$ cat src/rtl/my_image_frame_tx_ctrl.sv
// Frame transmit controller: gates a pixel stream into fixed-length frames and feeds
// an AXI-Stream master through a 2-entry skid FIFO that carries the last-beat flag.
module my_image_frame_tx_ctrl #(
    parameter int C_M_AXIS_TDATA_WIDTH = 32,
    parameter int C_LEN_WIDTH          = 24
) (
    input  logic                            M_AXIS_ACLK,
    input  logic                            M_AXIS_ARESETN,
    input  logic                            start,
    input  logic [C_LEN_WIDTH-1:0]          frame_len,
    input  logic [C_M_AXIS_TDATA_WIDTH-1:0] px_data,
    input  logic                            px_valid,
    output logic                            px_ready,
    output logic [C_M_AXIS_TDATA_WIDTH-1:0] data_out,
    output logic                            valid_out,
    output logic                            last_out,
    input  logic                            ready_in,
    output logic                            busy,
    output logic                            done,
    output logic [15:0]                     frames_sent
);

    typedef enum logic [1:0] {
        IDLE,
        RUN,
        DRAIN
    } state_t;

    localparam logic [C_LEN_WIDTH-1:0] LEN_ONE = {{(C_LEN_WIDTH-1){1'b0}}, 1'b1};

    state_t                           state_q, state_d;
    logic [C_LEN_WIDTH-1:0]           len_q, len_d;
    logic [C_LEN_WIDTH-1:0]           inCnt_q, inCnt_d;
    logic [C_LEN_WIDTH-1:0]           inCntNext;
    logic [C_M_AXIS_TDATA_WIDTH-1:0]  fifoData_q [2];
    logic [1:0]                       fifoLast_q;
    logic                             wrPtr_q;
    logic                             rdPtr_q;
    logic [1:0]                       count_q;
    logic                             done_q;
    logic [15:0]                      frames_q;

    logic fifoFull;
    logic fifoEmpty;
    logic headLast;
    logic push;
    logic pop;
    logic pushLast;
    logic lastXfer;

    assign fifoFull  = (count_q == 2'd2);
    assign fifoEmpty = (count_q == 2'd0);
    assign headLast  = fifoLast_q[rdPtr_q];

    // px_ready depends only on registered state, never on ready_in.
    assign px_ready  = (state_q == RUN) && !fifoFull;
    assign push      = px_valid && px_ready;
    assign pop       = valid_out && ready_in;

    // inCnt_q never exceeds len_q-1 while in RUN, so the increment cannot wrap.
    assign inCntNext = inCnt_q + LEN_ONE;
    assign pushLast  = (inCntNext == len_q);
    assign lastXfer  = pop && headLast && (state_q == DRAIN);

    assign valid_out   = !fifoEmpty;
    assign data_out    = fifoEmpty ? '0 : fifoData_q[rdPtr_q];
    assign last_out    = !fifoEmpty && headLast;
    assign busy        = (state_q != IDLE);
    assign done        = done_q;
    assign frames_sent = frames_q;

    always_comb begin
        state_d = state_q;
        len_d   = len_q;
        inCnt_d = inCnt_q;
        case (state_q)
            IDLE: begin
                if (start && (frame_len != '0)) begin
                    state_d = RUN;
                    len_d   = frame_len;
                    inCnt_d = '0;
                end
            end
            RUN: begin
                if (push) begin
                    inCnt_d = inCntNext;
                    if (pushLast) begin
                        state_d = DRAIN;
                    end
                end
            end
            DRAIN: begin
                if (lastXfer) begin
                    state_d = IDLE;
                end
            end
            default: state_d = IDLE;
        endcase
    end

    always_ff @(posedge M_AXIS_ACLK) begin
        if (!M_AXIS_ARESETN) begin
            state_q       <= IDLE;
            len_q         <= '0;
            inCnt_q       <= '0;
            fifoData_q[0] <= '0;
            fifoData_q[1] <= '0;
            fifoLast_q    <= '0;
            wrPtr_q       <= 1'b0;
            rdPtr_q       <= 1'b0;
            count_q       <= 2'd0;
            done_q        <= 1'b0;
            frames_q      <= 16'd0;
        end else begin
            state_q <= state_d;
            len_q   <= len_d;
            inCnt_q <= inCnt_d;
            if (push) begin
                fifoData_q[wrPtr_q] <= px_data;
                fifoLast_q[wrPtr_q] <= pushLast;
                wrPtr_q             <= ~wrPtr_q;
            end
            if (pop) begin
                rdPtr_q <= ~rdPtr_q;
            end
            case ({push, pop})
                2'b10:   count_q <= count_q + 2'd1;
                2'b01:   count_q <= count_q - 2'd1;
                default: count_q <= count_q;
            endcase
            done_q <= lastXfer;
            if (lastXfer) begin
                frames_q <= frames_q + 16'd1;
            end
        end
    end

endmodule

$ cat config.mk
export PLATFORM = sky130hd
export DESIGN_NAME = my_image_frame_tx_ctrl
export DESIGN_NICKNAME = d
export VERILOG_FILES = /design/src/rtl/my_image_frame_tx_ctrl.sv
export SDC_FILE = /design/constraint.sdc
export NUM_CORES = 1
export LEC_CHECK = 0
export ABC_CLOCK_PERIOD_IN_PS = 4500
export CAP_MARGIN = 20
export CELL_PAD_IN_SITES_DETAIL_PLACEMENT = 0
export CELL_PAD_IN_SITES_GLOBAL_PLACEMENT = 1
export CORE_MARGIN = 2
export CORE_UTILIZATION = 41
export DETAILED_ROUTE_END_ITERATION = 10
export PLACE_DENSITY_LB_ADDON = 0.12
export REMOVE_ABC_BUFFERS = 1
export SYNTH_ARGS = -nofsm -noshare
export SYNTH_HDL_FRONTEND = slang
export SYNTH_SLANG_ARGS = --single-unit
$ cat constraint.sdc
create_clock -name M_AXIS_ACLK -period 4.5 [get_ports M_AXIS_ACLK]
set_input_delay 0.675 -clock M_AXIS_ACLK [delete_from_list [all_inputs] [get_ports M_AXIS_ACLK]]
set_output_delay 0.675 -clock M_AXIS_ACLK [all_outputs]
set_load 0.02 [all_outputs]
==> qor.csv, run 1 <==
stage;metric;value;unit
status;outcome;completed;
timing;RSZ-0062 raised after global routing;false;
synthesis;Yosys warning count;0;
clock_network;Reg clk slew, reported paths;0.06;ns
die;num ports;114;
pwr;worst vdd ir;254.9;uV
grt;Total GRT Usage;19.28;%
synthesis;Post-synth ARST share;0;%
final_layout;Multi-input gate area;3249;um2
clock_network;Clock Path Buffers;2;
clock_network;CTS Hold Buffers Added;0;
die;die height;133.4;um
grt;largest net degree at the start of global routing;40;
final_layout;# diodes;0;
placement;Placer Congestion;0.8977;
route;Via Count;5351;
min_path;Min-Delay Path Class;register to register;
final_layout;Final nets;855;
clock_network;post-cts gate resize count;0;
job;total of max-cap violations;0;
timing;fin crit share;75.35;%
final_layout;share of cells above drive strength 1;7.463;%
synthesis;Post-synth EDFFs;64;
clock_network;CTS root buffer;clkbuf_16;
setup_path;Arrival @ worst endpoint;3.73;ns
route;antenna-violating nets left;0;
timing;Worst slew margin;29.58;%
grt;antenna violations before repair;0;
clock_network;Clock Sinks;138;
route;routed len/inst;16.54;um
synthesis;Syn Area/Cell;9.864;um2
placement;PortBufs;113;
timing;minimum clock period;3.391;ns
timing;f_max;0.2949;GHz
die;row count;47;
route;drt pass-1 iters;5;
synthesis;Cell Area, Synth;6865;um2
placement;HPWL Detailed;11250;um
final_layout;fill count;1455;
route;via/cell ratio;5.226;
die;area of the core;16470;um2
synthesis;Distinct cells, synth;55;
placement;post-place setup slack;0.6364;ns
setup_path;worst setup path category;input port to register;
timing;setup ws final;1.109;ns
pwr;total power;3.557;mW
timing;Min Hold Slack;0.4618;ns
grt;global route overflow;0;
timing;fin. max-slew vios;0;
clock_network;CTS tree;yes;
route;DRT iter0 DRCs;365;
synthesis;Post-synth top flop;dfxtp_1;
timing;Hold Vio Cnt, Final;0;
die;die width;133.4;um
synthesis;Synth Register Bits;138;
timing;Worst Tran Pin Value;1.056;ns
clock_network;H-Tree Depth;4;
synthesis;cells after synthesis;696;
placement;Inst Count DP;991;
pwr;PwrDens;404.1;nW/um2
grt;global-route wire length before repair;26860;um
timing;Setup violations, final;0;
final_layout;area grow syn2layout;28.19;%
final_layout;final core occ;53.45;%
die;Initial Util;41.69;%
route;Residual DRC;0;
final_layout;register area;3405;um2
route;Total Routed Length;16930;um
die;die area;17800;um2
clock_network;Setup Buffers After CTS;0;
clock_network;total CTS buffers;17;
setup_path;Worst Path Required;4.84;ns
final_layout;fin cells;1024;
setup_path;CP Max Fanout;15;
setup_path;crit end category;register;
grt;vias in the first global route;5247;
pwr;Leakage;3.165;nW
synthesis;sequential area share after synthesis;49.57;%
clock_network;Skew-Pair Late Insertion Delay;0.42;ns
timing;Setup Skew;0.009759;ns
setup_path;CP startpoint kind;input port;
## report_power, final
| part | switching (mW) | internal (mW) |
|---|---|---|
| clock | 0.543 | 0.927 |
| combinational | 0.332 | 0.297 |
| sequential | 0.0806 | 1.38 |
| total | 0.955 | 2.60 |
## cell type report
type,count,share of cell area [%]
sequential,138,38.68
tap,220,3.128
timing repair buffer,120,13.68
clock inverter,15,2.246
multi-input combinational,502,36.92
inverter,12,0.5118
clock buffer,17,4.834
## final timing paths
kind	depth (start not counted)	startpoint	slack, ns	end
setup / recovery	8	frame_len[9]	1.11	inCnt_q[12]
hold reg to reg	2	fifoLast_q[1]	0.46	fifoLast_q[1]
hold / removal	2	fifoLast_q[1]	0.46	fifoLast_q[1]
setup reg to reg	7	state_q[1]	1.16	count_q[1]
## cell families (layout without fill, tap and decap cells)
| family | after synthesis | count (layout) | share of synthesized area [%] |
|---|---|---|---|
| multiplexers | 61 | 61 | 8.912 |
| AO/OA/AOI/OAI | 86 | 86 | 7.490 |
| AND/OR/NAND/NOR | 302 | 302 | 23.77 |
| buffers and inverters | 56 | 164 | 3.335 |
| flip-flops | 138 | 138 | 49.57 |
| adder cells (fa/ha/maj) | 3 | 3 | 0.5468 |
| XOR/XNOR | 50 | 50 | 6.379 |
## critical path, cell delays in order
cell and delay (ns):
clkdlybuf4s50_1 0.42, nor4_1 0.65, nand4_1 0.22, o21ai_0 0.41, or2_2 0.44, and2_1 0.57
o21ai_0 0.20, a21oi_1 0.15
## placed cells by master (no fill, tap or decap), drive strengths merged, types with 4 or more instances in the layout
cell / synthesis / routed
a21oi: 26 / 26
a311oi: 5 / 5
a31oi: 10 / 10
and2: 70 / 70
and3: 5 / 5
buf: 14 / 7
bufinv: 0 / 4
clkbuf: 30 / 17
clkdlybuf4s50: 0 / 113
clkinv: 0 / 7
dfxtp: 74 / 74
edfxtp: 64 / 64
inv: 12 / 14
mux2i: 60 / 60
nand2: 38 / 38
nand2b: 4 / 4
nand3: 14 / 14
nand3b: 4 / 4
nand4: 14 / 14
nor2: 100 / 100
nor2b: 5 / 5
nor3: 9 / 9
nor4: 16 / 16
o21a: 4 / 4
o21ai: 28 / 28
or3: 12 / 12
xnor2: 32 / 32
xor2: 18 / 18
## per-stage QoR
stage	instance area [um2]	setup TNS [ns]
2_1_floorplan	6681	-1.118
3_3_place_gp	8150	0
3_5_place_dp	8150	0
4_1_cts	8773	0
5_1_grt	8801	0
6_report	8801	0
## per-layer routing
layer  vias up  part of all wire (%)  wire [um]  global-route usage, %
met5         -                     0          0                      0
met4         0                   1.5        252                  7.092
met3        20                   4.9        824                  3.995
met2       152                    49       8220                  33.13
met1      2544                    45       7635                  23.97
li1       2635                     -          -                      -
## sequential cells by signal, summed over array words and instances, names as in the netlist, named ones only
register / flops
len_q: 24
inCnt_q: 24
count_q: 2
done: 1
fifoLast_q: 2
wrPtr_q: 1
fifoData_q: 64
rdPtr_q: 1
frames_sent: 16
state_q: 2
## cell usage after synthesis, types with 8 or more instances
library cell  instances  area share [%]
mux2i_1              60             8.7
nor4_1               12             1.1
buf_2                 9            0.66
nand2_1              38             2.1
a21oi_1              26             1.9
and2_1               70             6.4
nand4_1              11             1.0
or3_1                12             1.1
o21ai_0              26             1.9
nor2_1              100             5.5
nor3_1                8            0.58
xor2_1               18             2.3
inv_1                11            0.60
nand3_1              13            0.95
edfxtp_1             64              28
clkbuf_1             30             1.6
xnor2_1              32             4.1
a31oi_1              10            0.91
dfxtp_1              74              22
No activity file was read; power rests on OpenSTA's default activity.
==> run 2, diff against run 1 <==
--- a/config.mk
+++ b/config.mk
@@ -5,12 +5,12 @@
 export SDC_FILE = /design/constraint.sdc
 export NUM_CORES = 1
 export LEC_CHECK = 0
-export ABC_CLOCK_PERIOD_IN_PS = 4500
+export ABC_CLOCK_PERIOD_IN_PS = 3050
 export CAP_MARGIN = 20
 export CELL_PAD_IN_SITES_DETAIL_PLACEMENT = 0
 export CELL_PAD_IN_SITES_GLOBAL_PLACEMENT = 1
 export CORE_MARGIN = 2
-export CORE_UTILIZATION = 41
+export CORE_UTILIZATION = 37
 export DETAILED_ROUTE_END_ITERATION = 10
 export PLACE_DENSITY_LB_ADDON = 0.12
 export REMOVE_ABC_BUFFERS = 1
==> constraint.sdc (replaced) <==
create_clock -name M_AXIS_ACLK -period 3.05 [get_ports M_AXIS_ACLK]
set_input_delay 0.4575 -clock M_AXIS_ACLK [delete_from_list [all_inputs] [get_ports M_AXIS_ACLK]]
set_output_delay 0.4575 -clock M_AXIS_ACLK [all_outputs]
set_load 0.02 [all_outputs]
==> run 2 against run 1 <==
  * Routed wire length increased by 3.4%
  * Setup slack got worse by 0.86 ns
  * Design area increased by 3.0%
  * Hold slack improved by 0.012 ns
  * Clock skew decreased by 0.0031 ns
  * Power increased by 46%
  * Global-route usage decreased by 1.1 points
  * Sequential share of layout area decreased by 1.1 points
  * Non-clock buffer count increased by 33
  * First-iteration DRC count decreased by 17%
  * Die area increased by 10%
  * Via count increased by 2.7%
  * Highest routed layer unchanged
==> qor.csv, run 2 (synthesis gave the netlist of run 1 again) <==
stage;metric;value;unit
timing;f_max;0.3568;GHz
die;area of the core;18090;um2
timing;fin crit share;91.90;%
clock_network;Reg clk slew, reported paths;0.06;ns
clock_network;Clock Sinks;138;
pwr;PwrDens;574.6;nW/um2
timing;Min Hold Slack;0.4739;ns
pwr;worst vdd ir;389.8;uV
clock_network;Skew-Pair Late Insertion Delay;0.42;ns
clock_network;CTS Hold Buffers Added;0;
setup_path;reg-to-reg slack, setup;0.41;ns
pwr;total power;5.208;mW
setup_path;Worst Path Required;3.40;ns
grt;global routing's busiest layer;met2;
setup_path;crit end category;register;
final_layout;fin cells;1066;
final_layout;most common cell after layout, fill and taps aside;clkdlybuf4s50_1;
final_layout;max reg flops;64;
timing;Worst Tran Pin Value;0.8708;ns
final_layout;biggest registers after layout;fifoData_q (64), inCnt_q (24), len_q (24);
final_layout;# diodes;0;
placement;post-place setup slack;-0.1457;ns
job;total of max-cap violations;0;
clock_network;Clock Path Buffers;2;
timing;Hold Vio Cnt, Final;0;
final_layout;Biggest register;fifoData_q;
die;die area;19660;um2
final_layout;final instance area;9064;um2
clock_network;CTS tree;yes;
setup_path;CP most frequent cell;o21ai_0;
die;row count;49;
final_layout;most frequent cells in the layout;clkdlybuf4s50_1 (113), nor2_1 (99), dfxtp_1 (73);
grt;met1 usage;22.09;%
final_layout;share of cells above drive strength 1;10.99;%
final_layout;area grow syn2layout;32.02;%
clock_network;total CTS buffers;17;
die;num ports;114;
timing;fin. max-slew vios;0;
timing;minimum clock period;2.803;ns
setup_path;CP max-delay cell;and2_1;
timing;setup ws final;0.2469;ns
grt;vias in the first global route;5507;
route;via/cell ratio;5.155;
grt;largest net degree at the start of global routing;35;
timing;RSZ-0062 raised after global routing;false;
final_layout;final core occ;50.11;%
setup_path;worst setup path category;input port to register;
pwr;Leakage;3.318;nW
setup_path;peak per-stage delay on the critical path;0.54;ns
route;drt pass-1 iters;4;
grt;global-route wire length before repair;28060;um
grt;GRT met2 Usage;31.73;%
route;Total Routed Length;17520;um
placement;DP Area;8464;um2
clock_network;H-Tree Depth;4;
placement;Inst Count DP;1034;
placement;PortBufs;113;
setup_path;CP Buf/Inv Count;2;
final_layout;fill count;1670;
setup_path;Arrival @ worst endpoint;3.15;ns
setup_path;CP Max Fanout;15;
route;DRT iter0 DRCs;302;
grt;global route overflow;0;
setup_path;CP Cell Sequence;clkdlybuf4s50_1 -> nor4_1 -> buf_4 -> nand4_1 -> o21ai_0 -> or2_2 -> and2_1 -> o21ai_0 -> a21oi_1;
timing;Setup TNS;0;ns
die;die width;140.2;um
die;die height;140.2;um
route;Residual DRC;0;
setup_path;CP startpoint kind;input port;
clock_network;Setup Buffers After CTS;0;
status;outcome;completed;
grt;antenna violations before repair;0;
route;Via Count;5495;
grt;met3 usage;3.453;%
min_path;Min-Delay Path Class;register to register;
timing;Worst slew margin;41.74;%
placement;HPWL Detailed;12220;um
placement;Placer Congestion;0.8957;
route;routed len/inst;16.43;um
die;Initial Util;37.96;%
timing;Setup Skew;0.006634;ns
setup_path;CP top delay family;simple AND/OR/NAND/NOR gates;
clock_network;CTS root buffer;clkbuf_16;
grt;Total GRT Usage;18.23;%
route;antenna-violating nets left;0;
timing;Setup violations, final;0;
clock_network;post-cts gate resize count;0;
final_layout;Final nets;888;
## run 2: metal layers
metal / wire, um / up-vias
li1: - / 2700
met1: 7651 / 2638
met2: 8686 / 127
met3: 772 / 30
met4: 406 / 0
met5: 0 / -
## run 2: worst reg2reg max path, delay by kind of cell, from the launching register on
kind | cells | cell delay (ns)
compound gates | 2 | 0.69
simple gates | 4 | 0.97
flops | 1 | 0.50
buf+inv | 1 | 0.21
xor+xnor | 1 | 0.17
## run 2: report_power, final
part / switching, mW / internal (mW) / leakage [nW]
Combinational: 0.552 / 0.467 / 1.77
Sequential: 0.0695 / 2.03 / 1.27
Clock: 0.805 / 1.28 / 0.279
Total: 1.43 / 3.78 / 3.32
## run 2: worst paths after layout
kind                 startpoint       endpoint  depth (start not counted)
setup reg to reg     inCnt_q[2]     state_q[0]                          8
hold reg to reg   fifoLast_q[1]  fifoLast_q[1]                          2
hold / removal    fifoLast_q[1]  fifoLast_q[1]                          2
setup / recovery   frame_len[9]     inCnt_q[7]                          9
## run 2: area by class of cell
cell class | instances | area [um2] | share of cell area [%]
clock inverter | 15 | 173.9 | 1.919
sequential | 138 | 3405 | 37.56
timing repair buffer | 153 | 1481 | 16.34
tap | 229 | 286.5 | 3.161
clock buffer | 17 | 425.4 | 4.694
inverter | 12 | 45.04 | 0.4970
multi-input combinational | 502 | 3247 | 35.82
==> run 3, diff against run 2 <==
--- a/config.mk
+++ b/config.mk
@@ -12,6 +12,7 @@
 export CORE_MARGIN = 2
 export CORE_UTILIZATION = 37
 export DETAILED_ROUTE_END_ITERATION = 10
+export MAX_ROUTING_LAYER = met4
 export PLACE_DENSITY_LB_ADDON = 0.12
 export REMOVE_ABC_BUFFERS = 1
 export SYNTH_ARGS = -nofsm -noshare
==> run 3 against run 2 <==
  * Core utilization is the same
  * Global-route usage grew 0.55 points
  * Critical endpoint is now inCnt_q[8]
  * Critical path depth is the same
==> qor.csv, run 3 (synthesis gave the netlist of run 1 again) <==
stage;metric;value;unit
status;outcome;completed;
timing;Worst slew margin;42.46;%
pwr;PwrDens;574.5;nW/um2
clock_network;Clock Sinks;138;
die;area of the core;18090;um2
route;antenna-violating nets left;0;
route;DRT iter0 DRCs;316;
min_path;startpoint of the worst hold path;fifoLast_q[1];
clock_network;Reg clk slew, reported paths;0.06;ns
grt;global-route wire length before repair;28060;um
clock_network;CTS Hold Buffers Added;0;
clock_network;H-Tree Depth;4;
placement;PortBufs;113;
final_layout;Final nets;888;
setup_path;crit end category;register;
die;die width;140.2;um
placement;Placer Congestion;0.9109;
timing;f_max;0.3575;GHz
setup_path;CP most frequent cell;o21ai_0;
setup_path;R2R depth;8;
clock_network;post-cts gate resize count;0;
clock_network;Setup Buffers After CTS;0;
final_layout;area grow syn2layout;32.02;%
setup_path;CP Max Fanout;15;
timing;fin. max-slew vios;0;
final_layout;max reg flops;64;
grt;antenna violations before repair;0;
setup_path;Arrival @ worst endpoint;3.14;ns
pwr;Leakage;3.318;nW
setup_path;CP top delay family;simple AND/OR/NAND/NOR gates;
timing;setup ws final;0.2524;ns
route;Residual DRC;0;
final_layout;fin cells;1066;
setup_path;worst setup path category;input port to register;
route;drt pass-1 iters;4;
min_path;WHS Endpoint;fifoLast_q[1];
placement;HPWL Detailed;12220;um
min_path;WHS Path Cells;2;
setup_path;CP max-delay cell;and2_1;
setup_path;CP Cell Sequence;clkdlybuf4s50_1 -> nor4_1 -> buf_4 -> nand4_1 -> o21ai_0 -> or2_2 -> and2_1 -> o21ai_0 -> a21oi_1;
die;Initial Util;37.96;%
final_layout;Biggest register;fifoData_q;
final_layout;final instance area;9064;um2
setup_path;peak per-stage delay on the critical path;0.53;ns
min_path;Min-Delay Path Class;register to register;
die;die height;140.2;um
final_layout;biggest registers after layout;fifoData_q (64), inCnt_q (24), len_q (24);
route;via/cell ratio;5.167;
clock_network;Skew-Pair Late Insertion Delay;0.42;ns
placement;DP Area;8464;um2
setup_path;CP startpoint kind;input port;
clock_network;CTS tree;yes;
timing;RSZ-0062 raised after global routing;false;
timing;Setup violations, final;0;
timing;Setup Skew;0.006095;ns
final_layout;share of cells above drive strength 1;10.99;%
clock_network;CTS root buffer;clkbuf_16;
final_layout;most frequent cells in the layout;clkdlybuf4s50_1 (113), nor2_1 (99), dfxtp_1 (73);
clock_network;Clock Path Buffers;2;
job;total of max-cap violations;0;
timing;Worst Tran Pin Value;0.8599;ns
grt;Total GRT Usage;18.78;%
route;routed len/inst;16.45;um
route;Total Routed Length;17530;um
final_layout;final core occ;50.11;%
final_layout;# diodes;0;
setup_path;launch point of the worst path;frame_len[9];
timing;minimum clock period;2.798;ns
placement;Inst Count DP;1034;
setup_path;CP Buf/Inv Count;2;
placement;post-place setup slack;-0.1457;ns
grt;global route overflow;0;
setup_path;reg-to-reg slack, setup;0.41;ns
grt;vias in the first global route;5498;
die;num ports;114;
setup_path;Worst Path Required;3.40;ns
route;Via Count;5508;
grt;largest net degree at the start of global routing;35;
die;row count;49;
timing;Hold Vio Cnt, Final;0;
die;die area;19660;um2
pwr;worst vdd ir;390.6;uV
setup_path;R2R Path Start;inCnt_q[2];
setup_path;R2R Path End;state_q[0];
timing;fin crit share;91.72;%
final_layout;most common cell after layout, fill and taps aside;clkdlybuf4s50_1;
clock_network;total CTS buffers;17;
run 3: cell counts in the layout (fill, tap and decap cells not counted):
No cell type changed its count.
run 3: per-stage QoR:
step	hold WS, ns	power, mW	setup TNS (ns)
detailed placement	0.4633	3.172	-1.943
global placement	0.4529	3.154	0
finish	0.4729	5.207	0
CTS	0.4715	5.271	0
floorplan	0.4390	2.682	-48.92
global route	0.5002	5.421	0
run 3: worst max path at each step:
stage / to / slack, ns / cells past startpoint
2_1_floorplan: fifoData_q[0][0] / -1.48 / 5
3_3_place_gp: inCnt_q[7] / 0.007 / 9
3_5_place_dp: inCnt_q[18] / -0.15 / 9
4_1_cts: inCnt_q[10] / 0.23 / 9
5_1_grt: inCnt_q[10] / 0.05 / 9
6_report: inCnt_q[8] / 0.25 / 9
run 3: worst min-delay path: stages, from the launching register on:
cell and delay, ns:
dfxtp_1 0.31, nand3_1 0.06, o21ai_1 0.05
run 3: power by group:
group | switching (mW) | internal, mW
combinational | 0.550 | 0.467
sequential | 0.0697 | 2.03
clock | 0.806 | 1.28
run 3: metal layers:
metal	track usage (%)	vias to the layer above	part of all wire, %
li1	-	2698	-
met1	22.16	2636	43
met2	31.68	144	50
met3	3.453	30	4.7
met4	7.762	0	2.2
met5	-	-	0
run 3: final cells by class:
class	instances	area, um2
timing repair buffer	153	1481
clock buffer	17	425.4
fill	1670	9022
tap	229	286.5
sequential	138	3405
clock inverter	15	173.9
multi-input combinational	502	3247
inverter	12	45.04
